$ cat config.mk
export PLATFORM = sky130hd
export DESIGN_NAME = alu_issue_ctrl
export DESIGN_NICKNAME = d
export VERILOG_FILES = /design/src/rtl/alu_issue_ctrl.sv
export SDC_FILE = /design/constraint.sdc
export NUM_CORES = 1
export LEC_CHECK = 0
export CORE_AREA = 2 2 157 159
export CTS_CLUSTER_SIZE = 20
export DETAILED_ROUTE_END_ITERATION = 12
export DIE_AREA = 0 0 159 161
export MAX_ROUTING_LAYER = met4
export PLACE_DENSITY = 0.67
export SETUP_SLACK_MARGIN = 0.02
export SYNTH_ARGS = -nofsm -noshare
export SYNTH_HDL_FRONTEND = slang
export SYNTH_SLANG_ARGS = --single-unit
export TNS_END_PERCENT = 100
$ cat constraint.sdc
create_clock -name clk -period 9.4 [get_ports clk]
set_input_delay 1.88 -clock clk [delete_from_list [all_inputs] [get_ports clk]]
set_output_delay 1.88 -clock clk [all_outputs]
set_load 0.01 [all_outputs]
$ cat src/rtl/alu_issue_ctrl.sv
// rtl/alu_issue_ctrl.sv - execute-stage issue controller driving the combinational ALU
// Decodes ALUOp/funct, presents registered operands, captures the result and returns it over a handshake.
module alu_issue_ctrl #(
    parameter int WIDTH = 64
) (
    input  logic             clk,
    input  logic             rst,
    input  logic             req_valid,
    output logic             req_ready,
    input  logic [1:0]       req_aluop,
    input  logic [5:0]       req_funct,
    input  logic [WIDTH-1:0] req_a,
    input  logic [WIDTH-1:0] req_b,
    output logic [3:0]       alu_opcode,
    output logic [WIDTH-1:0] alu_a,
    output logic [WIDTH-1:0] alu_b,
    input  logic [WIDTH-1:0] alu_result,
    input  logic             alu_zero,
    output logic             rsp_valid,
    input  logic             rsp_ready,
    output logic [WIDTH-1:0] rsp_data,
    output logic             rsp_zero,
    output logic             rsp_err
);

    localparam logic [3:0] OP_AND = 4'b0000;
    localparam logic [3:0] OP_OR  = 4'b0001;
    localparam logic [3:0] OP_ADD = 4'b0010;
    localparam logic [3:0] OP_SUB = 4'b0110;

    typedef enum logic [1:0] {
        IDLE,
        EXEC,
        RESP
    } state_t;

    state_t             state_q, state_d;
    logic               req_ready_q, req_ready_d;
    logic               rsp_valid_q, rsp_valid_d;
    logic [WIDTH-1:0]   rsp_data_q, rsp_data_d;
    logic               rsp_zero_q, rsp_zero_d;
    logic               rsp_err_q, rsp_err_d;
    logic [3:0]         alu_opcode_q, alu_opcode_d;
    logic [WIDTH-1:0]   alu_a_q, alu_a_d;
    logic [WIDTH-1:0]   alu_b_q, alu_b_d;

    logic               dec_legal;
    logic [3:0]         dec_opcode;

    // Only the four supported codes can ever reach alu_opcode; everything else is flagged illegal.
    always_comb begin
        dec_legal  = 1'b0;
        dec_opcode = OP_ADD;
        case (req_aluop)
            2'b00: begin
                dec_legal  = 1'b1;
                dec_opcode = OP_ADD;
            end
            2'b01: begin
                dec_legal  = 1'b1;
                dec_opcode = OP_SUB;
            end
            2'b10: begin
                case (req_funct)
                    6'b100000: begin
                        dec_legal  = 1'b1;
                        dec_opcode = OP_ADD;
                    end
                    6'b100010: begin
                        dec_legal  = 1'b1;
                        dec_opcode = OP_SUB;
                    end
                    6'b100100: begin
                        dec_legal  = 1'b1;
                        dec_opcode = OP_AND;
                    end
                    6'b100101: begin
                        dec_legal  = 1'b1;
                        dec_opcode = OP_OR;
                    end
                    default: begin
                        dec_legal  = 1'b0;
                        dec_opcode = OP_ADD;
                    end
                endcase
            end
            default: begin
                dec_legal  = 1'b0;
                dec_opcode = OP_ADD;
            end
        endcase
    end

    always_comb begin
        state_d      = state_q;
        req_ready_d  = req_ready_q;
        rsp_valid_d  = rsp_valid_q;
        rsp_data_d   = rsp_data_q;
        rsp_zero_d   = rsp_zero_q;
        rsp_err_d    = rsp_err_q;
        alu_opcode_d = alu_opcode_q;
        alu_a_d      = alu_a_q;
        alu_b_d      = alu_b_q;
        case (state_q)
            IDLE: begin
                if (req_valid) begin
                    req_ready_d = 1'b0;
                    if (dec_legal) begin
                        alu_opcode_d = dec_opcode;
                        alu_a_d      = req_a;
                        alu_b_d      = req_b;
                        state_d      = EXEC;
                    end else begin
                        rsp_valid_d = 1'b1;
                        rsp_data_d  = '0;
                        rsp_zero_d  = 1'b0;
                        rsp_err_d   = 1'b1;
                        state_d     = RESP;
                    end
                end
            end
            EXEC: begin
                rsp_valid_d = 1'b1;
                rsp_data_d  = alu_result;
                rsp_zero_d  = alu_zero;
                rsp_err_d   = 1'b0;
                state_d     = RESP;
            end
            RESP: begin
                // A request arriving alongside the handshake waits for the next IDLE cycle.
                if (rsp_ready) begin
                    rsp_valid_d = 1'b0;
                    req_ready_d = 1'b1;
                    state_d     = IDLE;
                end
            end
            default: begin
                state_d     = IDLE;
                req_ready_d = 1'b1;
                rsp_valid_d = 1'b0;
            end
        endcase
    end

    always_ff @(posedge clk or posedge rst) begin
        if (rst) begin
            state_q      <= IDLE;
            req_ready_q  <= 1'b1;
            rsp_valid_q  <= 1'b0;
            rsp_data_q   <= '0;
            rsp_zero_q   <= 1'b0;
            rsp_err_q    <= 1'b0;
            alu_opcode_q <= OP_AND;
            alu_a_q      <= '0;
            alu_b_q      <= '0;
        end else begin
            state_q      <= state_d;
            req_ready_q  <= req_ready_d;
            rsp_valid_q  <= rsp_valid_d;
            rsp_data_q   <= rsp_data_d;
            rsp_zero_q   <= rsp_zero_d;
            rsp_err_q    <= rsp_err_d;
            alu_opcode_q <= alu_opcode_d;
            alu_a_q      <= alu_a_d;
            alu_b_q      <= alu_b_d;
        end
    end

    assign req_ready  = req_ready_q;
    assign rsp_valid  = rsp_valid_q;
    assign rsp_data   = rsp_data_q;
    assign rsp_zero   = rsp_zero_q;
    assign rsp_err    = rsp_err_q;
    assign alu_opcode = alu_opcode_q;
    assign alu_a      = alu_a_q;
    assign alu_b      = alu_b_q;

endmodule

Yosys cells after proc, flatten, opt, wreduce, memory -nomap -nowiden
Cells that the tools add are included.
Widths: inputs -> output; s select.
{ "word_totals": {"regBits": 202, "input_bits": 205, "output_inout_bits": 200, "word_cells": 53} }
{ "classes": {"eq_ne": 11, "mux": 22, "bitwise": 1, "n_reduce_logical": 10} }
{ "op_table": {"columns": ["cell", "n"], "rows": [
  ["$mux 64", 2],
  ["$pmux 64 s2", 1],
  ["$eq 6x6->1 const B", 4],
  ["$reduce_and 3->1", 4],
  ["$pmux 3 s3", 1],
  ["$mux 1", 8],
  ["$mux 2", 3],
  ["$ne 2x2->1 const B", 3],
  ["$pmux 1 s2", 3],
  ["$pmux 1 s3", 2],
  ["$pmux 2 s3", 1],
  ["$pmux 3 s2", 1],
  ["$eq 2x1->1 const B", 2],
  ["$eq 2x2->1 const B", 2],
  ["$logic_not 2->1", 2],
  ["$reduce_or 4->1", 1],
  ["$reduce_and 2->1", 1],
  ["$reduce_bool 2->1", 1],
  ["$reduce_or 2->1", 1],
  ["$not 1->1", 1]
]} }

Longest topological paths before layout
{ "depth": {"ltp_word": 7, "depth_mapped": 8} }

Worst setup path before layout
No wires, ideal clock.
{ "synth_path": {"kind": "input to register", "start": "in req_aluop[0]", "end": "reg alu_a_q[0] (netlist: alu_a[0])", "arrival_ns": 3.354, "required_time_ns": 9.273, "setup_slack_ns": 5.918, "stages": 8, "path_buffers": 2, "path_cell_list": "inv_1 ha_1 and4bb_1 a211o_1 nand2_2 buf_12 buf_6 mux2_1"} }
{ "synth_between": {"elab_chain_cells": 4} }
{ "synth_rtl": {"columns": ["item", "line_no", "rtl"], "rows": [
  ["start: declaration", "10", "input logic [1:0] req_aluop,"],
  ["$eq 2x1->1 / $logic_not 2->1 (equally long branches)", "54", "case (req_aluop)"],
  ["$reduce_or 2->1 (no line)", null, null],
  ["$pmux 1 s2 (*)", "54", null],
  ["$reduce_and 3->1 (no line) (*)", null, null],
  ["end signal: assignment", "164", "alu_a_q <= alu_a_d;"],
  ["end: declaration", "44", "logic [WIDTH-1:0] alu_a_q, alu_a_d;"]
]} }
Every way passes the cells marked *; elsewhere a longest branch is shown, timed or not.
A chain may end at the register's enable or synchronous reset.

Final worst setup path
{ "layout_path": {"start": "in req_aluop[0]", "end": "reg alu_b_q[52] (netlist: alu_b[52])"} }
{ "layout_between": {"elab_chain_cells": 4} }
{ "layout_rtl": {"columns": ["item", "line_no", "rtl"], "rows": [
  ["$eq 2x1->1 / $logic_not 2->1 (equally long branches)", "54", null],
  ["$reduce_or 2->1 (no line)", null, null],
  ["$pmux 1 s2 (*)", "54", null],
  ["$reduce_and 3->1 (no line) (*)", null, null],
  ["end signal: assignment", "165", "alu_b_q <= alu_b_d;"],
  ["end: declaration", "45", "logic [WIDTH-1:0] alu_b_q, alu_b_d;"]
]} }
Marked as above.

==> flow_summary.yaml <==
power:
  clkPwrFrac: 0.249
  combPwrFrac: 0.363
  peakVddDrop_mv: 0.157
  switching_share: 0.288
  p_switching_mw: 1.00
  leakagePower_nw: 5.35
  p_per_area_nw_per_um2: 272
  internal_power_mw: 2.48
  pwr-share-seq: 0.388
cts:
  clk_pin_slew_ns: 0.06
  htree_levels: 1
  cts.sinks: 201
  ctsRootBufferMaster: "clkbuf_16"
  ctsHoldBuffers: 0
  cts_buffer_depth: 3
  cts_tree: "built"
  clock_latency_ns: 0.50
  post_cts_buffers: 0
  cts_resized: 0
  cts_buffers: 23
min_path:
  min_path_type: "reg -> reg"
  holdPathEnd: "alu_a[53]"
  hold_depth: 1
  hp-start: "alu_a[53]"
synthesis:
  synth_mux_area_frac: 0.189
  synth_top_area_share: 0.636
  synth-compound-area-share: 0.0509
  synthTopCellsByArea: "dfrtp_1, mux2_1, mux2_2"
  synth_edf_count: 0
  synthCells: 599
  ys.flop_type: "dfrtp_1"
  ys_async_sr_fraction: 1.00
  synthSimpleGateAreaFrac: 0.0723
  netlist_area_um2: 7870
  ys_types: 29
  syn-num-nets: 808
  ys_seq_area_frac: 0.639
  yosys.area.top_type: "dfrtp_1"
  synthMostInstantiatedCell: "dfrtp_1"
  synth_top_family_by_area: "multiplexers"
  synth-xor-area-share: 0
  yosysWarnings: 0
  ys_ff_latch: 201
  syn_avg_cell_area_um2: 13.1
  netlist_top_cells_count: "dfrtp_1, nand2_1, mux2_1"
  synth_fa_ha_area_frac: 0.00636
timing:
  skew_ns: 0.0108
  hold_ws_ns: 0.488
  tightest_slew_ns: 0.980
  relSlewSlack: 0.347
  slew_violations: 0
  period_share: 0.492
  rsz0062_at_grt: "false"
  setup_viol: 0
  fmax_mhz: 216
  hold_violations: 0
  fin_tns_setup_ns: 0
  period_needed_ns: 4.63
detailed_routing:
  vias: 6044
  detail-route-antenna-nets: 0
  avgViaCountPerCell: 4.53
  dr.pass1.iters: 4
  drt_iter0_markers: 308
  routed_wl_mm: 23.4
  post_drt_wl_per_cell_um: 17.5
  drc: 0
die:
  rows: 57
  io_pins: 405
  die_x_um: 159
  dieArea_um2: 25600
  dieHeight_um: 161
  start_util: 0.328
  core_um2: 24000
critical_path:
  reg2reg_from: "state_q[1]"
  endpoint_kind: "register"
  crit_fanout: 75
  rr_endpoint: "alu_b[62]"
  cp-start-kind: "primary input"
  cp.required_ns: 9.77
  reg2reg_depth: 5
  arrival_ns: 5.00
  r2r_setup_slack_ns: 6.60
  crit_start: "req_aluop[0]"
  critical_path_class: "in -> reg"
layout:
  syn2layout_area_growth_pct: 62.7
  fill_cells: 2158
  layout.nets: 1205
  fin_area_um2: 12800
  multi_input_area_um2: 2540
  seqCellArea_um2: 5030
  drive_above_1_share: 0.0941
  diodes: 0
global_routing:
  gr-total-overflow: 0
  grt_pass1_vias: 6524
  grt_pass1_wl_mm: 36.4
  grt_max_degree: 134
  grt_use_total: 0.184
  antenna_found_initial: 0
placement:
  dp_hpwl_mm: 16.7
  placed_area_um2: 12100
  io_buffer_count: 403
  globalplace.congestion: 0.856
status:
  outcome: "finished, final reports clean"
run:
  drv_cap: 0
## layout make-up
class | count | area share
Sequential cell | 201 | 0.393
Clock inverter | 3 | 0.00313
Multi-Input combinational cell | 356 | 0.198
Tap cell | 324 | 0.0317
Inverter | 6 | 0.00235
Clock buffer | 36 | 0.0535
Timing Repair Buffer | 408 | 0.318
## cells in the final DEF, fill, tap and decap left out, types with 2 or more instances in the layout
cell type | netlist | routed
nor2_1 | 4 | 4
mux2_1 | 79 | 79
nand2b_1 | 3 | 2
o21a_1 | 2 | 2
clkbuf_8 | 0 | 6
nand2_1 | 131 | 131
mux2_2 | 52 | 52
o21ai_0 | 56 | 56
inv_1 | 6 | 5
clkdlybuf4s50_1 | 0 | 403
clkbuf_1 | 15 | 7
clkbuf_16 | 0 | 23
a211o_1 | 3 | 3
dfrtp_1 | 200 | 200
o21ai_1 | 11 | 11
ha_1 | 4 | 4
buf_4 | 9 | 5
clkinv_2 | 0 | 2
## worst max-delay path by stage
stage          depth (start not counted)  slack [ns]         to
4_1_cts                                8        4.74  alu_b[40]
2_1_floorplan                          1        2.04   alu_a[0]
5_1_grt                                8        4.61  alu_b[26]
3_3_place_gp                           8        4.22  alu_b[22]
6_report                               8        4.77  alu_b[52]
3_5_place_dp                           8        4.22  alu_b[40]
## worst max-delay path: stages
cell	delay, ns
clkdlybuf4s50_1	0.52
inv_1	0.08
ha_1	0.22
and4bb_1	0.21
a211o_1	0.37
nand2_8	0.40
buf_4	0.82
mux2_2	0.42
## state kept, by name, summed over array words and instances (netlist names)
| name | flops |
|---|---|
| rsp_err | 1 |
| rsp_data | 64 |
| rsp_zero | 1 |
| alu_a | 64 |
| req_ready | 1 |
| rsp_valid | 1 |
| alu_opcode | 3 |
| state_q | 2 |
| alu_b | 64 |
## stage by stage
step           total power, mW  utilization  setup WS (ns)  std cells
6_report                  3.48        0.534           4.77       1334
3_3_place_gp              2.62        0.504           4.22       1295
5_1_grt                   3.67        0.534           4.61       1334
4_1_cts                   3.54        0.534           4.74       1334
2_1_floorplan             1.80            -           2.04        599
3_5_place_dp              2.65        0.504           4.22       1295
## cells by family (layout without fill, tap and decap cells)
group / after synthesis / after routing
simple gates: 144 / 144
other cells: 1 / 1
mux: 132 / 132
flops: 201 / 201
compound gates: 75 / 75
fa+ha+maj: 4 / 4
buf+inv: 42 / 453
## layer usage
| layer | GRT usage | share of wire | vias to the layer above |
|---|---|---|---|
| met3 | 0.0460 | 0.072 | 43 |
| met5 | - | 0 | - |
| li1 | - | - | 2803 |
| met1 | 0.217 | 0.40 | 2958 |
| met2 | 0.310 | 0.50 | 240 |
| met4 | 0.0595 | 0.028 | 0 |
## power by group through the flow
stage / logic, mW / registers, mW / clock network, mW
2_1_floorplan: 0.308 / 1.49 / 0
3_3_place_gp: 1.27 / 1.35 / 0
3_5_place_dp: 1.28 / 1.37 / 0
4_1_cts: 1.29 / 1.35 / 0.894
5_1_grt: 1.35 / 1.39 / 0.930
6_report: 1.27 / 1.35 / 0.867
Note: power is estimated with default switching activity, not from simulation.
